### src/rtl/dmem_bridge_pkg.sv
// Shared types and constants for the data-memory bus bridge.
// The optional posted-write buffer is enabled with the POSTED_WRITE_EN macro.
package dmem_bridge_pkg;

    localparam int ADDR_W = 32;
    localparam int DATA_W = 32;
    localparam int BE_W   = 4;

    localparam logic [DATA_W-1:0] ERR_DATA_DEFAULT = 32'hDEADBEEF;

    // Bridge transaction states: idle, request outstanding, one-cycle completion
    typedef enum logic [1:0] {
        ST_IDLE = 2'd0,
        ST_BUS  = 2'd1,
        ST_RESP = 2'd2
    } state_e;

    // One posted store as held in the write buffer
    typedef struct packed {
        logic [BE_W-1:0]   be;
        logic [ADDR_W-1:0] addr;
        logic [DATA_W-1:0] data;
    } wbuf_entry_t;

    // CPU word address to bus byte address (top two word-address bits fall off)
    function automatic logic [ADDR_W-1:0] word_to_byte_addr(input logic [ADDR_W-1:0] word_addr);
        return {word_addr[ADDR_W-3:0], 2'b00};
    endfunction

endpackage

### src/rtl/dmem_wbuf.sv
// Posted-write FIFO for the data-memory bridge; only built with POSTED_WRITE_EN.
// Pointers carry an extra wrap bit so full and empty are distinguishable.
`ifdef POSTED_WRITE_EN
module dmem_wbuf
    import dmem_bridge_pkg::*;
#(
    parameter int DEPTH = 4
) (
    input  logic        clk,
    input  logic        reset,
    input  logic        push,
    input  logic        pop,
    input  wbuf_entry_t din,
    output wbuf_entry_t dout,
    output logic        full,
    output logic        empty
);

    localparam int AW = $clog2(DEPTH);

    wbuf_entry_t     mem_q [DEPTH];
    logic [AW:0]     wr_ptr_q, wr_ptr_d;
    logic [AW:0]     rd_ptr_q, rd_ptr_d;
    logic            do_push, do_pop;

    assign do_push = push && !full;
    assign do_pop  = pop && !empty;
    assign empty   = (wr_ptr_q == rd_ptr_q);
    assign full    = (wr_ptr_q[AW] != rd_ptr_q[AW]) && (wr_ptr_q[AW-1:0] == rd_ptr_q[AW-1:0]);
    assign dout    = mem_q[rd_ptr_q[AW-1:0]];

    // Advance each pointer when its side of the FIFO moves
    always_comb begin
        wr_ptr_d = wr_ptr_q + (AW+1)'(do_push);
        rd_ptr_d = rd_ptr_q + (AW+1)'(do_pop);
    end

    // Pointer registers
    always_ff @(posedge clk or negedge reset) begin
        if (!reset) begin
            wr_ptr_q <= '0;
            rd_ptr_q <= '0;
        end else begin
            wr_ptr_q <= wr_ptr_d;
            rd_ptr_q <= rd_ptr_d;
        end
    end

    // Storage array needs no reset; only slots between the pointers are ever read
    always_ff @(posedge clk) begin
        if (do_push) begin
            mem_q[wr_ptr_q[AW-1:0]] <= din;
        end
    end

endmodule
`endif

### src/rtl/dmem_bus_bridge.sv
// Data-memory bridge: turns CPU per-cycle byte-lane accesses into req/ack bus
// transactions, stalls the CPU through cpu_ready, and aborts hung requests.
// Define POSTED_WRITE_EN to post stores through a WBUF_DEPTH-entry FIFO.
module dmem_bus_bridge
    import dmem_bridge_pkg::*;
#(
    parameter int                TIMEOUT    = 64,
    parameter logic [DATA_W-1:0] ERR_DATA   = ERR_DATA_DEFAULT
`ifdef POSTED_WRITE_EN
    ,
    parameter int                WBUF_DEPTH = 4
`endif
) (
    input  logic              clk,
    input  logic              reset,
    input  logic              cpu_rd,
    input  logic [BE_W-1:0]   cpu_wea,
    input  logic [ADDR_W-1:0] cpu_addr,
    input  logic [DATA_W-1:0] cpu_wdata,
    output logic [DATA_W-1:0] cpu_rdata,
    output logic              cpu_ready,
    output logic              bus_req,
    output logic              bus_we,
    output logic [BE_W-1:0]   bus_be,
    output logic [ADDR_W-1:0] bus_addr,
    output logic [DATA_W-1:0] bus_wdata,
    input  logic              bus_ack,
    input  logic [DATA_W-1:0] bus_rdata,
    output logic              bus_err
);

    localparam int CNT_W = (TIMEOUT > 2) ? $clog2(TIMEOUT) : 1;

    state_e            state_q, state_d;
    logic [CNT_W-1:0]  cnt_q, cnt_d;
    logic              bus_req_q, bus_req_d;
    logic              bus_we_q, bus_we_d;
    logic [BE_W-1:0]   bus_be_q, bus_be_d;
    logic [ADDR_W-1:0] bus_addr_q, bus_addr_d;
    logic [DATA_W-1:0] bus_wdata_q, bus_wdata_d;
    logic [DATA_W-1:0] cpu_rdata_q, cpu_rdata_d;
    logic              bus_err_q, bus_err_d;
    logic              wr_req, rd_req, timeout_hit;
    logic              unused_addr_bits;

    assign wr_req           = |cpu_wea;
    assign rd_req           = cpu_rd && !wr_req;
    assign timeout_hit      = (TIMEOUT > 0) && (cnt_q == CNT_W'(TIMEOUT - 1));
    assign unused_addr_bits = ^cpu_addr[ADDR_W-1:ADDR_W-2];

`ifdef POSTED_WRITE_EN
    logic        wbuf_push, wbuf_pop, wbuf_full, wbuf_empty;
    wbuf_entry_t wbuf_in, wbuf_head;

    assign wbuf_in = '{be: cpu_wea, addr: word_to_byte_addr(cpu_addr), data: cpu_wdata};

    dmem_wbuf #(
        .DEPTH (WBUF_DEPTH)
    ) u_wbuf (
        .clk   (clk),
        .reset (reset),
        .push  (wbuf_push),
        .pop   (wbuf_pop),
        .din   (wbuf_in),
        .dout  (wbuf_head),
        .full  (wbuf_full),
        .empty (wbuf_empty)
    );
`endif

    // Transaction FSM: next state, registered bus fields and CPU handshake
    always_comb begin
        state_d     = state_q;
        cnt_d       = cnt_q;
        bus_req_d   = bus_req_q;
        bus_we_d    = bus_we_q;
        bus_be_d    = bus_be_q;
        bus_addr_d  = bus_addr_q;
        bus_wdata_d = bus_wdata_q;
        cpu_rdata_d = cpu_rdata_q;
        bus_err_d   = bus_err_q;
        cpu_ready   = 1'b0;
`ifdef POSTED_WRITE_EN
        wbuf_push   = wr_req && !wbuf_full;
        wbuf_pop    = 1'b0;
`endif
        case (state_q)
            ST_IDLE: begin
`ifdef POSTED_WRITE_EN
                // Stores complete on entering the buffer; loads wait until it is drained
                cpu_ready = wr_req ? !wbuf_full : !rd_req;
                if (!wbuf_empty) begin
                    bus_req_d   = 1'b1;
                    bus_we_d    = 1'b1;
                    bus_be_d    = wbuf_head.be;
                    bus_addr_d  = wbuf_head.addr;
                    bus_wdata_d = wbuf_head.data;
                    cnt_d       = '0;
                    state_d     = ST_BUS;
                end else if (rd_req) begin
                    bus_req_d   = 1'b1;
                    bus_we_d    = 1'b0;
                    bus_be_d    = '1;
                    bus_addr_d  = word_to_byte_addr(cpu_addr);
                    bus_wdata_d = cpu_wdata;
                    cnt_d       = '0;
                    state_d     = ST_BUS;
                end
`else
                cpu_ready = !(wr_req || rd_req);
                if (wr_req || rd_req) begin
                    bus_req_d   = 1'b1;
                    bus_we_d    = wr_req;
                    bus_be_d    = wr_req ? cpu_wea : '1;
                    bus_addr_d  = word_to_byte_addr(cpu_addr);
                    bus_wdata_d = cpu_wdata;
                    cnt_d       = '0;
                    state_d     = ST_BUS;
                end
`endif
            end
            ST_BUS: begin
`ifdef POSTED_WRITE_EN
                cpu_ready = wr_req ? !wbuf_full : !rd_req;
`endif
                if (bus_ack || timeout_hit) begin
                    bus_req_d = 1'b0;
                    state_d   = ST_RESP;
                    if (!bus_we_q) begin
                        cpu_rdata_d = bus_ack ? bus_rdata : ERR_DATA;
                    end
                    if (!bus_ack) begin
                        bus_err_d = 1'b1;
                    end
`ifdef POSTED_WRITE_EN
                    wbuf_pop = bus_we_q;
`endif
                end else begin
                    cnt_d = cnt_q + CNT_W'(1);
                end
            end
            ST_RESP: begin
`ifdef POSTED_WRITE_EN
                cpu_ready = wr_req ? !wbuf_full : (rd_req ? !bus_we_q : 1'b1);
`else
                cpu_ready = 1'b1;
`endif
                cnt_d   = '0;
                state_d = ST_IDLE;
            end
            default: begin
                state_d = ST_IDLE;
            end
        endcase
    end

    // State and bus-field registers; reset drops any pending request immediately
    always_ff @(posedge clk or negedge reset) begin
        if (!reset) begin
            state_q     <= ST_IDLE;
            cnt_q       <= '0;
            bus_req_q   <= 1'b0;
            bus_we_q    <= 1'b0;
            bus_be_q    <= '0;
            bus_addr_q  <= '0;
            bus_wdata_q <= '0;
            cpu_rdata_q <= '0;
            bus_err_q   <= 1'b0;
        end else begin
            state_q     <= state_d;
            cnt_q       <= cnt_d;
            bus_req_q   <= bus_req_d;
            bus_we_q    <= bus_we_d;
            bus_be_q    <= bus_be_d;
            bus_addr_q  <= bus_addr_d;
            bus_wdata_q <= bus_wdata_d;
            cpu_rdata_q <= cpu_rdata_d;
            bus_err_q   <= bus_err_d;
        end
    end

    assign bus_req   = bus_req_q;
    assign bus_we    = bus_we_q;
    assign bus_be    = bus_be_q;
    assign bus_addr  = bus_addr_q;
    assign bus_wdata = bus_wdata_q;
    assign cpu_rdata = cpu_rdata_q;
    assign bus_err   = bus_err_q;

endmodule

### config.mk
export PLATFORM = sky130hd
export DESIGN_NAME = dmem_bus_bridge
export DESIGN_NICKNAME = d
export VERILOG_FILES = /design/src/rtl/dmem_bridge_pkg.sv /design/src/rtl/dmem_wbuf.sv /design/src/rtl/dmem_bus_bridge.sv
export SDC_FILE = /design/constraint.sdc
export NUM_CORES = 1
export LEC_CHECK = 0
export ABC_AREA = 1
export BUFFER_PORTS_ARGS = -buffer_cell sky130_fd_sc_hd__buf_2
export CORE_MARGIN = 2
export CORE_UTILIZATION = 40
export DETAILED_ROUTE_END_ITERATION = 8
export PLACE_DENSITY = 0.72
export SLEW_MARGIN = 20
export SYNTH_ARGS = -nofsm -noshare
export SYNTH_HDL_FRONTEND = slang
export SYNTH_SLANG_ARGS = --single-unit
export TNS_END_PERCENT = 20
### constraint.sdc
create_clock -name clk -period 1.28 [get_ports clk]
set_input_delay 0.128 -clock clk [delete_from_list [all_inputs] [get_ports clk]]
set_output_delay 0.128 -clock clk [all_outputs]
set_load 0.01 [all_outputs]
After elaboration in Yosys (flattened, before gate mapping)
Index checks and enable logic that the tools add are counted.
W data, S select, Z words.

word-level totals
  bits in registers = 109
  bits of input ports = 104
  latch bits = 0
  memory bits (read-only) = 0
  memories = 0
  logic and storage cells = 45
  output and inout port bits = 104
  bits in writable memories = 0

operators by class
  div/mod/pow operators = 0
  shift-type cells = 0
  multiply operators = 0
  mux-type cells = 12
  add/sub/neg operators = 1
  equality and inequality tests = 6
  $lt $le $gt $ge = 0
  reduce and logical (&&, ||, !) cells = 15
  bitwise operators = 2

operator list
  cell                   count
  $mux W32               1
  $pmux W6 S3            1
  $mux W6                2
  $reduce_and A3 Y1      4
  $add A6 B1 Y6 const B  1
  $eq A6 B6 Y1 const B   1
  $ne A2 B2 Y1 const B   3
  $mux W2                2
  $mux W4                1
  $pmux W1 S2            2
  $pmux W2 S2            1
  $reduce_and A2 Y1      2
  $reduce_or A4 Y1       1
  $reduce_bool A3 Y1     1
  $eq A2 B1 Y1 const B   1
  $eq A2 B2 Y1 const B   1
  $logic_not A1 Y1       2
  $logic_not A2 Y1       1
  $logic_or A1 B1 Y1     2
  $mux W1                2
  $not A1 Y1             2
  $reduce_bool A2 Y1     1
  $logic_and A1 B1 Y1    1

Logic depth before layout (Yosys ltp)
  depth after elaboration = 6
  mapped depth = 7
  gate-level depth less buffers = 7

Least setup slack after synthesis
Ideal clock, no wire load.

  path type = reg2reg
  from = register cnt_q[0]
  to = register cpu_rdata_q[10], in the netlist cpu_rdata[10]
  period minus slack after synthesis = 1.378 ns
  stages on the path, launching flop included = 8
  data arrival time = 1.261 ns
  required time = 1.163 ns
  slack = -0.098 ns
  path buffers = 1
  setup time = 0.117 ns
  cell sequence = dfrtp_1 ha_1 nand3_1 o21ai_4 nand3_2 buf_6 nand2_1 nand2_1

on the way
  longest elaborated chain between the ends = 3

ends and longest elaborated chain
  element                      RTL line                RTL
  from (decl)                  dmem_bus_bridge.sv:35   logic [CNT_W-1:0] cnt_q, cnt_d;
  from (signal assigned)       dmem_bus_bridge.sv:171  cnt_q <= cnt_d;
  $eq A6 B6 Y1                 dmem_bus_bridge.sv:48   assign timeout_hit = (TIMEOUT > 0) && (cnt_q == CNT_W'(TIMEOUT - 1));
  $logic_or A1 B1 Y1           dmem_bus_bridge.sv:126  if (bus_ack || timeout_hit) begin
  $reduce_and A3 Y1 (no line)  -
  to (signal assigned)         dmem_bus_bridge.sv:177  cpu_rdata_q <= cpu_rdata_d;
  to (decl)                    dmem_bus_bridge.sv:41   logic [DATA_W-1:0] cpu_rdata_q, cpu_rdata_d;

No other way between the ends.
A chain may end at the register's enable or synchronous reset.

Final worst setup path
  from = register cnt_q[0]
  to = register cpu_rdata_q[0], in the netlist cpu_rdata[0]

Same word-level chain as after synthesis.

==> flow_summary.json <==
{
  "yosysTopAreaCell": "dfrtp_1",
  "fin_crit_ns": 1.39,
  "status": "finished with violations",
  "final_common_cell": "nand2_1",
  "critPathMaxFanout": 16,
  "pin_count": 208,
  "fin_nets": 923,
  "maxCapViolations": 0,
  "fmax_mhz": 720,
  "fin_skew_ns": 0.00770,
  "syn_to_final_growth_pct": 48.8,
  "p_clk_frac": 0.165,
  "synth_top_area_share": 0.581,
  "die_w_um": 112,
  "avgSynthCellArea_um2": 8.69,
  "hold-path-cell-count": 3,
  "swShare": 0.403,
  "wl_per_cell_um": 13.9,
  "dp_slack_ns": -0.107,
  "start_util": 0.411,
  "ys_warn_count": 0,
  "grt_pass1_vias": 4682,
  "clk_pin_slew_ns": 0.07,
  "finalWirelength_mm": 13.5,
  "synth.area.top_cells": "dfrtp_1 (58%), nand2_1 (23%), nand4_1 (4.5%)",
  "critPathArrivalTime_ns": 1.67,
  "final_cell_mix": "nand2_1 (268), buf_2 (202), dfrtp_1 (108)",
  "place_hpwl_mm": 8.84,
  "hold_viol_final": 0,
  "place.gp.congestion": 0.801,
  "grt_setup_unrepaired": "true",
  "numCtsBuffers": 9,
  "cts_tree": "yes",
  "cp.required_ns": 1.56,
  "antenna_found_initial": 1,
  "track_usage": 0.214,
  "slew_violations": 0,
  "total_leakage_power_nw": 3.93,
  "p_int_mw": 9.16,
  "portBuffers": 203,
  "fillers": 919,
  "p_sw_mw": 6.19,
  "period_share": 1.08,
  "syn_area_um2": 4690,
  "grt_pass1_wl_mm": 22.0,
  "vias_per_cell": 4.80,
  "first_pass_iters": 4,
  "clockRootBuffer": "clkbuf_16",
  "path_class": "reg -> reg",
  "p_per_area_nw_per_um2": 2200,
  "synth_seq_cells": 109,
  "cts_sinks": 109,
  "ant_nets": 0,
  "grt_max_degree": 55,
  "p_comb_frac": 0.446,
  "min_path_type": "in -> reg",
  "die_h_um": 112,
  "fin_area_um2": 6990,
  "ff2ff_path_depth": 7,
  "htreeDepth": 3,
  "drtIter0Drc": 362,
  "num_vias": 4636,
  "ir_worst_vdd_mv": 1.30,
  "clockBufferDepth": 2,
  "worst_setup_path_end_kind": "flip-flop",
  "row_count": 39,
  "p_seq_frac": 0.389,
  "die-area_um2": 12600,
  "violations": "negative setup slack",
  "drive_gt1_frac": 0.364,
  "core_um2": 11400,
  "cp-start-kind": "flip-flop",
  "ys_types": 25,
  "remaining_drc_errors": 0,
  "synth_cells": 540,
  "yosysSeqAreaShare": 0.581,
  "grt_overflow": 0,
  "setup_slack_ns": -0.108,
  "post_dp_cell_area_um2": 5980,
  "clock_latency_ns": 0.34,
  "setup_violations": 33
}
cell families (layout without fill, tap and decap cells):
| group | count (synthesis) | after routing | share of synthesized area |
|---|---|---|---|
| AO/OA/AOI/OAI | 14 | 14 | 0.0179 |
| adder cells (fa/ha/maj) | 1 | 1 | 0.00266 |
| flip-flops | 109 | 109 | 0.581 |
| AND/OR/NAND/NOR | 365 | 365 | 0.334 |
| buffers and inverters | 50 | 331 | 0.0637 |
| other | 1 | 3 | 0.000799 |
layer usage:
metal	global-route usage	up-vias	wire, µm
li1	-	2244	-
met1	0.278	2180	5760
met2	0.345	172	6340
met3	0.0437	40	836
met4	0.107	0	523
met5	0	-	0
path summary, 6_finish.rpt:
path | slack, ns | from | endpoint
max | -0.11 | cnt_q[0] | cpu_rdata[0]
min reg2reg | 0.47 | cpu_rdata[15] | cpu_rdata[15]
min | 0.1 | cpu_wea[2] | bus_be[2]
min in group asynchronous | 0.23 | reset | bus_wdata[6]
max in group asynchronous | 0.51 | reset | cpu_rdata[12]
max reg2reg | -0.11 | cnt_q[0] | cpu_rdata[0]
sequential cells by signal, indices dropped and copies added, names as in the netlist:
signal and cells:
bus_err 1, state_q 2, bus_we 1, bus_addr 30, bus_be 4, cpu_rdata 32
cnt_q 6, bus_req 1, bus_wdata 32
stage by stage:
stage                     utilization  std cells  setup TNS (ns)  hold slack (ns)  total power [mW]
after floorplan                     -        541           -1.72           -0.168              9.77
after global placement          0.524        884           -1.43           0.0680              12.2
after detailed placement        0.524        884           -3.04           0.0711              12.5
after CTS                       0.603        962           -3.04           0.0877              15.2
after global routing            0.612        966           -5.78            0.129              16.5
final                           0.612        966           -2.45           0.0974              15.3
synth_stat cells, drive strengths merged:
master and number:
buf 22, o21bai 1, o21ai 7, conb 1, clkbuf 8, nand3 13, or2 25, nand3b 1
a21oi 6, nor2 8, nand4 34, clkinv 1, inv 19, ha 1, dfrtp 109, nand2 284
worst max-delay path: stages, from the launching register on:
cell and delay [ns]:
dfrtp_1 0.35, ha_2 0.21, nand3_4 0.09, o21ai_4 0.19
buf_4 0.15, clkbuf_16 0.16, nand4_1 0.09, nand2_1 0.08
area by class of cell:
cell class,count,area [µm²],share of cell area
tap,143,179,0.0256
clock buffer,13,250,0.0358
inverter,20,77.6,0.0111
sequential,109,2730,0.391
timing repair buffer,296,1990,0.284
antenna,1,2.50,0.000358
multi-input combinational,382,1750,0.251
clock inverter,2,10.0,0.00143
timing repair:
item                                   CTS  global route
buffers inserted                         0             2
pin swaps                                0             4
endpoints found under the hold margin   85             0
resized for setup                        3            21
gates cloned                             0             1
setup endpoints to repair               39            95
hold buffers                            63             0
power groups by stage:
stage,clock (mW),combinational [mW],sequential (mW)
after floorplan,0,3.11,6.66
after global placement,0,6.35,5.90
after detailed placement,0,6.57,5.92
after CTS,2.60,6.72,5.90
after global routing,2.73,7.62,6.16
final,2.54,6.84,5.97
No activity file was read; power rests on OpenSTA's default activity.
